<file path="config.mk">
export PLATFORM = sky130hd
export DESIGN_NAME = scaled_divider
export DESIGN_NICKNAME = d
export VERILOG_FILES = /design/src/rtl/scaled_divider.sv
export SDC_FILE = /design/constraint.sdc
export NUM_CORES = 1
export LEC_CHECK = 0
export BUFFER_PORTS_ARGS = -buffer_cell sky130_fd_sc_hd__buf_2
export CORE_MARGIN = 2
export CORE_UTILIZATION = 40
export CTS_CLUSTER_DIAMETER = 40
export DETAILED_ROUTE_END_ITERATION = 10
export SLEW_MARGIN = 25
export SYNTH_ARGS = -nofsm -noshare
export SYNTH_HDL_FRONTEND = slang
export SYNTH_SLANG_ARGS = --single-unit
</file>
<file path="constraint.sdc">
create_clock -name CLK -period 8.25 [get_ports CLK]
set_input_delay 1.2375 -clock CLK [delete_from_list [all_inputs] [get_ports CLK]]
set_output_delay 1.2375 -clock CLK [all_outputs]
set_load 0.005 [all_outputs]
</file>
<file path="src/rtl/scaled_divider.sv">
// Sequential scale-and-divide: out = (register_value * decimal_two) / decimal_one, saturated.
// Latency: done pulses 2*WIDTH+2 edges after the start-sampling edge (2 edges if divisor is 0).
// Backpressure: none queued; start is only sampled in IDLE, ignored while busy.
module scaled_divider #(
    parameter int WIDTH = 16,
    parameter int ROUND = 0
) (
    input  logic             CLK,
    input  logic             RST_N,
    input  logic             start,
    input  logic [WIDTH-1:0] register_value,
    input  logic [WIDTH-1:0] decimal_two,
    input  logic [WIDTH-1:0] decimal_one,
    output logic             busy,
    output logic             done,
    output logic [WIDTH-1:0] out,
    output logic             ovf,
    output logic             div_zero
);

    localparam int CW = $clog2(2 * WIDTH);

    typedef enum logic [1:0] {S_IDLE, S_MUL, S_DIV, S_DONE} state_t;

    state_t             state_q, state_d;
    logic [WIDTH-1:0]   a_q, a_d, b_q, b_d, dv_q, dv_d;
    // Holds the product while dividing; quotient bits shift in at the LSB,
    // so after 2*WIDTH steps it holds the full quotient.
    logic [2*WIDTH-1:0] work_q, work_d;
    logic [WIDTH:0]     rem_q, rem_d;
    logic [CW-1:0]      cnt_q, cnt_d;
    logic [WIDTH-1:0]   out_q, out_d;
    logic               done_q, done_d, ovf_q, ovf_d, dz_q, dz_d;

    logic [WIDTH:0]     rem_shift;
    logic               round_up;
    logic [2*WIDTH:0]   q_rnd;

    // State and datapath registers with synchronous active-low reset
    always_ff @(posedge CLK) begin
        if (!RST_N) begin
            state_q <= S_IDLE;
            a_q     <= '0;
            b_q     <= '0;
            dv_q    <= '0;
            work_q  <= '0;
            rem_q   <= '0;
            cnt_q   <= '0;
            out_q   <= '0;
            done_q  <= 1'b0;
            ovf_q   <= 1'b0;
            dz_q    <= 1'b0;
        end else begin
            state_q <= state_d;
            a_q     <= a_d;
            b_q     <= b_d;
            dv_q    <= dv_d;
            work_q  <= work_d;
            rem_q   <= rem_d;
            cnt_q   <= cnt_d;
            out_q   <= out_d;
            done_q  <= done_d;
            ovf_q   <= ovf_d;
            dz_q    <= dz_d;
        end
    end

    // Next-state, restoring-division step, rounding and saturation
    always_comb begin
        state_d   = state_q;
        a_d       = a_q;
        b_d       = b_q;
        dv_d      = dv_q;
        work_d    = work_q;
        rem_d     = rem_q;
        cnt_d     = cnt_q;
        out_d     = out_q;
        done_d    = done_q;
        ovf_d     = ovf_q;
        dz_d      = dz_q;
        // Remainder stays below the divisor, so its low WIDTH bits suffice before the shift
        rem_shift = {rem_q[WIDTH-1:0], work_q[2*WIDTH-1]};
        round_up  = (ROUND != 0) && ({rem_q, 1'b0} >= {2'b00, dv_q});
        q_rnd     = {1'b0, work_q} + {{(2*WIDTH){1'b0}}, round_up};

        case (state_q)
            S_IDLE: begin
                done_d = 1'b0;
                if (start) begin
                    a_d     = register_value;
                    b_d     = decimal_two;
                    dv_d    = decimal_one;
                    state_d = S_MUL;
                end
            end
            S_MUL: begin
                work_d  = {{WIDTH{1'b0}}, a_q} * {{WIDTH{1'b0}}, b_q};
                rem_d   = '0;
                cnt_d   = '0;
                state_d = (dv_q == '0) ? S_DONE : S_DIV;
            end
            S_DIV: begin
                if (rem_shift >= {1'b0, dv_q}) begin
                    rem_d  = rem_shift - {1'b0, dv_q};
                    work_d = {work_q[2*WIDTH-2:0], 1'b1};
                end else begin
                    rem_d  = rem_shift;
                    work_d = {work_q[2*WIDTH-2:0], 1'b0};
                end
                cnt_d = cnt_q + CW'(1);
                if (cnt_q == CW'(2 * WIDTH - 1)) begin
                    state_d = S_DONE;
                end
            end
            S_DONE: begin
                done_d  = 1'b1;
                state_d = S_IDLE;
                if (dv_q == '0) begin
                    out_d = '1;
                    ovf_d = 1'b0;
                    dz_d  = 1'b1;
                end else if (q_rnd[2*WIDTH:WIDTH] != '0) begin
                    out_d = '1;
                    ovf_d = 1'b1;
                    dz_d  = 1'b0;
                end else begin
                    out_d = q_rnd[WIDTH-1:0];
                    ovf_d = 1'b0;
                    dz_d  = 1'b0;
                end
            end
            default: state_d = S_IDLE;
        endcase
    end

    assign busy     = (state_q != S_IDLE);
    assign done     = done_q;
    assign out      = out_q;
    assign ovf      = ovf_q;
    assign div_zero = dz_q;

endmodule

</file>
==> results of run 1 <==
power breakdown:
group / internal [W] / switching, W
Combinational: 0.000590 / 0.000980
Sequential: 0.000705 / 0.000220
Clock: 0.000474 / 0.000311
layout make-up:
class	count	area, sq um
flip-flops and latches	122	2440
inverters	259	972
multi-input cells	1224	10700
repair buffers	74	387
clock inverters	14	170
well taps	461	577
fillers	3576	19900
clock buffers	17	425
critical path: cells and delay by family, from the launching register on:
family	cells	cell delay, ns
buf+inv	5	0.27
compound gates	6	1.46
fa+ha+maj	7	3.44
xor+xnor	1	0.15
flops	1	0.80
simple gates	2	0.23
flip-flops by register name (all words and copies together), names as in the netlist:
register and cells:
done 1, work_q 32, div_zero 1, state_q 2, a_q 16, cnt_q 5
ovf 1, out 16, rem_q 16, b_q 16, dv_q 16
metal layers:
| layer | vias to the layer above | share of wire (%) | track usage, % | wire, um |
|---|---|---|---|---|
| met2 | 230 | 46 | 32.8 | 16600 |
| met4 | 0 | 2.0 | 5.95 | 715 |
| met5 | - | 0 | 0 | 0 |
| li1 | 5467 | - | - | - |
| met3 | 42 | 4.7 | 3.41 | 1680 |
| met1 | 5570 | 47 | 27.8 | 16900 |
path summary, 6_finish.rpt:
path         startpoint         end  slack, ns
max              a_q[6]  work_q[27]       1.82
min          work_q[25]  work_q[25]       0.46
max reg2reg      a_q[6]  work_q[27]       1.82
min reg2reg  work_q[25]  work_q[25]       0.46
synth_stat cells, types with 9 or more instances:
master | n | area (sq um)
a21boi_0 | 51 | 383
nor2_1 | 37 | 139
nor2b_1 | 14 | 87.6
o221a_2 | 16 | 180
xnor2_1 | 20 | 175
fa_1 | 195 | 3900
a31oi_1 | 9 | 56.3
clkbuf_1 | 82 | 308
dfxtp_1 | 122 | 2440
nand2_1 | 297 | 1110
and2_1 | 118 | 738
nor4_1 | 13 | 81.3
nand3_1 | 20 | 100
inv_1 | 259 | 972
a21oi_1 | 59 | 295
nand2b_1 | 9 | 56.3
o21ai_0 | 39 | 195
mux2i_1 | 15 | 150
o21ai_1 | 25 | 125
o211ai_1 | 12 | 90.1
nor3_1 | 10 | 50.1
a21o_1 | 18 | 135
ha_1 | 127 | 1590
metrics by stage:
stage	hold slack, ns	cells	cell area (sq um)
2_1_floorplan	0.435	1696	14400
3_3_place_gp	0.449	2140	15000
3_5_place_dp	0.455	2140	15100
4_1_cts	0.463	2171	15700
5_1_grt	0.477	2171	15700
6_report	0.459	2171	15700
cell families (layout without fill, tap and decap cells):
kind of cell / Yosys count / in the layout / share of synthesized area (%)
xor gates and xnor gates: 28 / 28 / 1.70
buffers and inverters: 350 / 364 / 9.16
and+or+nand+nor: 561 / 561 / 18.7
DFF: 122 / 122 / 16.9
AOI/OAI and AO/OA: 298 / 298 / 14.4
muxes: 15 / 15 / 1.04
adders and majority gates: 322 / 322 / 38.1
==> flow_summary_export.csv, run 1 <==
group,metric,value,unit
sta,tns,0,ns
synth,synth_ff_type,"dfxtp_1",
route,wl_per_cell,16.5,um
floorplanning,rows,69,
power,power.total,0.00328,W
synth,ys_ff_latch,122,
final_layout,diodes,0,
sta,rsz0062_at_grt,"no",
route,drtIter0Drc,520,
cts,holdBufCountCts,0,
setup_path,cp_common_cell,"fa_1",
synth,synthArstFlopShare,0,%
power,p_per_area,210,nW/um^2
route,viasPerCell,5.21,
sta,final_max_slew_viol_count,0,
synth,syn_nets,2069,
setup_path,cp_cell_sequence,"nand2_1 > fa_1 > inv_1 > fa_1 > inv_1 > fa_1 > inv_1 > fa_1 > fa_1 > inv_1 > fa_1 > inv_1 > ha_1 > a21oi_1 > o211ai_1 > a41oi_1 > a31oi_4 > a31oi_2 > xnor2_1 > nand2_1 > a31oi_1",
setup_path,crit_required,8.60,ns
global_route,track_usage,20.2,%
sta,period_minus_slack,6.43,ns
final_layout,final_common_cell,"nand2_1",
global_route,grt-ovfl-total,0,
status,status,"completed",
power,vdd_drop_max,0.000383,V
final_layout,areaGrowthSynthToFinish,8.50,%
final_layout,nets,2071,
sta,fin_ws,1.82,ns
job,maxCapViolCount,0,
placed_design,gp_congestion,0.893,
setup_path,arrival,6.78,ns
sta,max-slew-margin-rel,34.0,%
synth,synth_cell_types,67,
final_layout,postLayoutCoreUtil,44.0,%
setup_path,cp-end-kind,"flip-flop",
setup_path,slowest_delay,0.80,ns
worst_hold_path,hold_depth,2,
route,postRouteAntennaNets,0,
cts,cts.sinks,122,
placed_design,dp_slack,1.87,ns
floorplanning,die_width,194,um
cts,cts-root-buf,"clkbuf_16",
setup_path,crit_type,"flip-flop to flip-flop",
sta,fmax,155,MHz
setup_path,path_max_fanout,17,
setup_path,startpoint_type,"flip-flop",
final_layout,drive_gt1_share,8.19,%
cts,htree_levels,4,
cts,clockBufferDepth,2,
floorplanning,chipHeight,194,um
placed_design,io_buffers,70,
cts,cts_buffers,17,
global_route,grt_pass1_wl,62000,um
global_route,antenna_found_initial,0,
final_layout,layout_common_cells,"nand2_1 (296), inv_1 (259), fa_1 (195), ha_1 (125), dfxtp_1 (122)",
route,remaining_drc_errors,0,
setup_path,slowest_stage,"dfxtp_1",
floorplanning,pin_count,71,
synth,yosysSeqAreaShare,16.9,%
sta,setup_viol,0,
floorplanning,die_area,37600,sq um
synth,netlist_instances,1696,
sta,worst_pin_slew,0.985,ns
floorplanning,fp.coreArea,35600,sq um
worst_hold_path,hold_class,"flip-flop to flip-flop",
power,power.leakage,7.43,nW
synth,synth-edff-count,0,
sta,hold_violations,0,
cts,cts_setup_buffers,0,
setup_path,r2r_cells,21,
cts,clk_pin_slew_worst_paths,0.07,ns
route,wirelength,35900,um
sta,clock_skew,0.0133,ns
sta,period_share,78.0,%
global_route,grt_max_degree,108,
cts,post_cts_resize_count,0,
synth,syn_area_per_cell,8.51,sq um
global_route,grt_pass1_vias,11900,
route,vias,11300,
synth,synth_warnings,0,
placed_design,dpl.hpwl,27600,um
route,dr.pass1.iters,5,
cts,clock_latency,0.43,ns
cts,cts_tree,"built",
synth,synthesis.area,14400,sq um
floorplanning,start_util,40.6,%
No activity file was read; power rests on OpenSTA's default activity.
==> run 2, diff against run 1 <==
Clock period 8.25 ns to 5.5 ns, I/O delays scaled along.
==> run 2 against run 1 <==
Net effect: the run now ends with setup timing left; power grew 69%; count of clock-buffer cells in the layout grew 1; setup slack lost 2.0 ns; die area is the same; critical endpoint is now work_q[31]; largest cell class unchanged; highest routed layer unchanged.
==> flow_summary_export.csv, run 2 (synthesis gave the netlist of run 1 again) <==
group,metric,value,unit
final_layout,final_common_cell,"nand2_1",
cts,clockBufferDepth,2,
floorplanning,pin_count,71,
power,power_frac_clock,23.1,%
cts,cts_tree,"built",
cts,cts_buffers,17,
power,power.leakage,8.25,nW
setup_path,cp_cell_sequence,"buf_6 > and2_1 > fa_1 > inv_1 > fa_2 > fa_2 > fa_1 > inv_1 > fa_1 > inv_2 > fa_1 > inv_2 > ha_4 > nand3_4 > a2111o_1 > a31oi_4 > nand2_2 > a21oi_2 > nor4_1 > a221o_1",
sta,clock_skew,0.0136,ns
placed_design,io_buffers,70,
route,wirelength,37000,um
route,drtIter0Drc,547,
power,switching_share,44.2,%
global_route,grt_max_degree,71,
global_route,grt-ovfl-total,0,
global_route,grt_pass1_vias,12400,
floorplanning,die_width,194,um
job,maxCapViolCount,0,
status,violations,"setup timing",
route,postRouteAntennaNets,0,
setup_path,path_max_fanout,6,
setup_path,rrSetupSlack,-0.14,ns
placed_design,dp_slack,-0.350,ns
global_route,track_usage,20.3,%
final_layout,drive_gt1_share,21.3,%
final_layout,layout_common_cells,"nand2_1 (290), inv_1 (242), fa_1 (190), buf_4 (121), ha_1 (112)",
placed_design,dpl.hpwl,29300,um
sta,hold_violations,0,
power,p_int,0.00309,W
final_layout,nFillCells,3379,
worst_hold_path,min_from,"work_q[25]",
worst_hold_path,hold_class,"flip-flop to flip-flop",
power,p_per_area,318,nW/um^2
final_layout,diodes,0,
power,seqPwrFrac,23.1,%
sta,period_minus_slack,5.64,ns
setup_path,slowest_delay,0.58,ns
route,wl_per_cell,16.0,um
sta,fin_ws,-0.145,ns
worst_hold_path,hold_end,"work_q[25]",
final_layout,fin_cells,2311,
floorplanning,chipHeight,194,um
power,vdd_drop_max,0.000667,V
placed_design,post-place-cells,2259,
cts,clk_pin_slew_worst_paths,0.06,ns
floorplanning,die_area,37600,sq um
setup_path,arrival,5.95,ns
cts,htree_levels,4,
status,status,"finished, violations left",
floorplanning,rows,69,
setup_path,r2r-end,"work_q[31]",
worst_hold_path,hold_depth,2,
final_layout,top_register,"work_q",
setup_path,cp_common_cell,"fa_1",
setup_path,r2r_start,"a_q[5]",
setup_path,r2r_cells,20,
setup_path,slowest_stage,"fa_1",
floorplanning,start_util,40.6,%
power,p_sw,0.00245,W
route,vias,11900,
floorplanning,fp.coreArea,35600,sq um
sta,rsz0062_at_grt,"yes",
final_layout,nets,2210,
setup_path,cp-end-kind,"flip-flop",
sta,setup_viol,16,
route,remaining_drc_errors,0,
sta,worst_pin_slew,0.957,ns
setup_path,crit_required,5.81,ns
sta,final_max_slew_viol_count,0,
final_layout,largest_reg_flops,32,
power,combinationalPowerShare,53.8,%
cts,cts.sinks,122,
final_layout,areaGrowthSynthToFinish,20.8,%
sta,fmax,177,MHz
global_route,antenna_found_initial,0,
sta,period_share,103,%
setup_path,startpoint_type,"flip-flop",
sta,max-slew-margin-rel,35.9,%
cts,cts-root-buf,"clkbuf_16",
route,dr.pass1.iters,7,
global_route,grt_pass1_wl,62800,um
cts,clock_latency,0.43,ns
placed_design,gp_congestion,0.850,
route,viasPerCell,5.14,
setup_path,crit_type,"flip-flop to flip-flop",
[run 2: final cells by class]
| class | instances | area, sq um | area share [%] |
|---|---|---|---|
| clock buffer | 18 | 439 | 2.52 |
| multi-input combinational | 1224 | 11200 | 64.1 |
| timing repair buffer | 213 | 1530 | 8.80 |
| tap | 461 | 577 | 3.31 |
| inverter | 259 | 972 | 5.58 |
| sequential | 122 | 2520 | 14.5 |
| clock inverter | 14 | 208 | 1.19 |
[run 2: what timing repair did]
| item | in CTS | in global routing |
|---|---|---|
| setup endpoints to repair | 19 | 20 |
| hold endpoints to repair | 0 | 0 |
| gates resized for setup | 112 | 46 |
| hold buffers | 0 | 0 |
| pin swaps | 58 | 36 |
| buffers inserted | 16 | 5 |
[run 2: how the worst max path moves through the flow]
| stage | startpoint | endpoint | slack (ns) | cells past startpoint |
|---|---|---|---|---|
| finish | a_q[5] | work_q[31] | -0.14 | 20 |
| global route | a_q[5] | work_q[29] | -0.35 | 22 |
| CTS | b_q[4] | work_q[22] | -0.16 | 20 |
| detailed placement | a_q[9] | work_q[28] | -0.35 | 19 |
| global placement | a_q[5] | work_q[28] | -0.31 | 21 |
| floorplan | b_q[7] | work_q[31] | -0.05 | 23 |
[run 2: power groups by stage]
stage	clock (W)	sequential (W)	combinational, W
floorplan	0	0.00119	0.00193
global placement	0	0.00128	0.00271
detailed placement	0	0.00128	0.00271
CTS	0.00130	0.00128	0.00290
global route	0.00134	0.00130	0.00333
finish	0.00128	0.00128	0.00298
[run 2: metal layers]
layer | global-route usage [%] | vias up | wire length [um]
li1 | - | 5759 | -
met4 | 7.80 | 0 | 1270
met5 | 0 | - | 0
met1 | 27.0 | 5816 | 16900
met3 | 2.82 | 68 | 1340
met2 | 33.7 | 244 | 17500
[run 2: worst max-delay path: cells and delay by family (launching register included)]
| kind | cells | cell delay, ns |
|---|---|---|
| fa+ha+maj | 7 | 3.17 |
| compound gates | 4 | 1.18 |
| simple gates | 4 | 0.41 |
| flops | 1 | 0.38 |
| buf+inv | 5 | 0.34 |
[run 2: through the flow]
stage | total power, W | TNS [ns] | utilization, % | cell area [sq um] | hold WS [ns]
2_1_floorplan | 0.00312 | -0.0518 | - | 14700 | 0.435
3_3_place_gp | 0.00398 | -3.46 | 45.1 | 16000 | 0.450
3_5_place_dp | 0.00399 | -3.84 | 45.1 | 16000 | 0.458
4_1_cts | 0.00548 | -0.983 | 48.4 | 17200 | 0.466
5_1_grt | 0.00597 | -4.45 | 49.0 | 17400 | 0.495
6_report | 0.00554 | -1.33 | 49.0 | 17400 | 0.466
==> run 3, diff against run 2 <==
Settings changed: SETUP_SLACK_MARGIN set to 0.15.
==> run 3 against run 2 <==
Net effect: sequential cell count did not move; largest cell class unchanged; worst hold slack better by 0.00096 ns; register-to-register slack got worse by 0.08 ns; final area shrank 1.3%; largest power group unchanged; count of clock-buffer cells in the layout increased by 2; fmax decreased by 1.4%; sequential share of layout area up 0.15 points; core utilization down 0.63 points; highest routed layer unchanged; wire length hardly changed; first-iteration DRC count rose by 14%; the run still ends with setup timing left.
==> flow_summary_export.csv, run 3 (synthesis gave the netlist of run 1 again) <==
group,metric,value,unit
final_layout,largest_reg_flops,32,
final_layout,postLayoutCoreUtil,48.4,%
final_layout,nets,2211,
worst_hold_path,hold_class,"flip-flop to flip-flop",
setup_path,crit_required,5.83,ns
cts,cts.sinks,122,
setup_path,crit_type,"flip-flop to flip-flop",
setup_path,r2r_start,"a_q[7]",
power,seqPwrFrac,23.9,%
route,vias,11900,
floorplanning,pin_count,71,
power,switching_share,44.2,%
worst_hold_path,hold_depth,2,
global_route,antenna_found_initial,0,
power,combinationalPowerShare,53.7,%
route,wl_per_cell,16.0,um
sta,period_share,104,%
sta,final_max_slew_viol_count,0,
status,status,"finished, violations left",
route,drtIter0Drc,623,
sta,hold_violations,0,
sta,worst_pin_slew,0.974,ns
route,postRouteAntennaNets,0,
floorplanning,fp.coreArea,35600,sq um
cts,holdBufCountCts,0,
floorplanning,die_width,194,um
route,remaining_drc_errors,0,
global_route,grt-ovfl-total,0,
global_route,grt_pass1_vias,12400,
sta,tns,-2.51,ns
placed_design,dpl.hpwl,29500,um
sta,clock_skew,0.0251,ns
setup_path,rrSetupSlack,-0.23,ns
cts,clk_pin_slew_worst_paths,0.06,ns
final_layout,final_common_cell,"nand2_1",
sta,fmax,175,MHz
setup_path,arrival,6.06,ns
cts,cts_buffers,17,
route,viasPerCell,5.14,
sta,max-slew-margin-rel,34.8,%
route,wirelength,37000,um
cts,cts-root-buf,"clkbuf_16",
setup_path,r2r-end,"work_q[31]",
route,dr.pass1.iters,5,
placed_design,io_buffers,70,
sta,fin_ws,-0.228,ns
worst_hold_path,hold_end,"work_q[25]",
power,p_int,0.00300,W
final_layout,areaGrowthSynthToFinish,19.2,%
power,p_sw,0.00238,W
sta,rsz0062_at_grt,"yes",
setup_path,cp-end-kind,"flip-flop",
cts,cts_tree,"built",
job,maxCapViolCount,0,
floorplanning,start_util,40.6,%
cts,clockBufferDepth,2,
global_route,track_usage,20.5,%
power,vdd_drop_max,0.000508,V
final_layout,drive_gt1_share,19.6,%
worst_hold_path,min_from,"work_q[25]",
sta,period_minus_slack,5.73,ns
floorplanning,rows,69,
final_layout,layout_common_cells,"nand2_1 (292), inv_1 (251), fa_1 (189), buf_4 (134), ha_1 (115)",
status,violations,"setup timing",
final_layout,nFillCells,3397,
floorplanning,die_area,37600,sq um
global_route,grt_pass1_wl,62900,um
cts,clock_latency,0.45,ns
sta,setup_viol,16,
final_layout,top_register,"work_q",
power,power_frac_clock,22.4,%
placed_design,gp_congestion,0.850,
power,power.leakage,8.22,nW
cts,htree_levels,4,
final_layout,diodes,0,
setup_path,r2r_cells,23,
setup_path,startpoint_type,"flip-flop",
global_route,grt_max_degree,58,
setup_path,path_max_fanout,8,
power,p_per_area,313,nW/um^2
floorplanning,chipHeight,194,um
-- run 3: changes by cell type in the layout (fill, tap and decap cells not counted), moves of 4 or more --
cell     before  now
buf_6        20    4
a21oi_1      50   56
inv_2        17    8
dfxtp_2       5    9
and2_4        9    4
inv_1       242  251
buf_4       121  134
and2_1      108  113
ha_4         13    9
buf_12        2    6
a21oi_2       9    4
-- run 3: worst max path at each step --
stage | to | slack [ns] | cells after the start | start
global placement | work_q[25] | -0.37 | 22 | a_q[6]
detailed placement | work_q[31] | -0.45 | 20 | a_q[6]
floorplan | work_q[31] | -0.05 | 23 | b_q[7]
finish | work_q[31] | -0.23 | 23 | a_q[7]
global route | work_q[26] | -0.44 | 21 | a_q[7]
CTS | work_q[22] | -0.22 | 21 | a_q[7]
-- run 3: layer usage --
metal  vias to the layer above  wire [um]  global-route usage (%)
met3                        57       1330                    3.03
met1                      5825      16900                    27.3
met5                         -          0                       0
met4                         0        977                    7.27
li1                       5744          -                       -
met2                       249      17800                    34.1
-- run 3: cell type report --
cell class / count / area, sq um / area share, %
flip-flops and latches: 122 / 2520 / 14.6
clock inverters: 11 / 143 / 0.829
well taps: 461 / 577 / 3.35
clock buffers: 20 / 457 / 2.65
inverters: 259 / 972 / 5.65
repair buffers: 214 / 1520 / 8.84
multi-input cells: 1224 / 11000 / 64.0
-- run 3: critical path: stages, from the launching register on --
cell and delay (ns):
dfxtp_2 0.32, buf_12 0.14, and2_4 0.16, fa_1 0.53
inv_2 0.05, fa_1 0.46, fa_1 0.51, inv_2 0.04
fa_1 0.45, fa_1 0.52, inv_2 0.04, fa_1 0.55
inv_2 0.05, ha_4 0.31, a21oi_4 0.07, buf_4 0.13
buf_6 0.10, o211ai_1 0.10, a41oi_2 0.19, a31oi_4 0.27
nand2_1 0.11, a21oi_2 0.17, nor4_1 0.06, a221o_1 0.26
-- run 3: power groups by stage --
stage | Sequential, W | Clock [W] | Combinational (W)
2_1_floorplan | 0.00119 | 0 | 0.00195
3_3_place_gp | 0.00129 | 0 | 0.00273
3_5_place_dp | 0.00129 | 0 | 0.00275
4_1_cts | 0.00129 | 0.00123 | 0.00287
5_1_grt | 0.00131 | 0.00126 | 0.00325
6_report | 0.00129 | 0.00121 | 0.00289
-- run 3: per-stage QoR --
step	hold slack, ns	power [W]	cells	worst slack, ns	instance area (sq um)
floorplan	0.435	0.00314	1696	-0.0467	14700
global placement	0.452	0.00402	2269	-0.370	16200
detailed placement	0.457	0.00404	2269	-0.450	16200
CTS	0.464	0.00538	2307	-0.217	17000
global route	0.499	0.00581	2311	-0.438	17200
finish	0.467	0.00538	2311	-0.228	17200
-- run 3: repair_timing --
action | in CTS | in global routing
pin swaps | 46 | 24
resized for setup | 63 | 33
cloned | 0 | 0
setup endpoints to repair | 21 | 23
setup buffers | 7 | 4
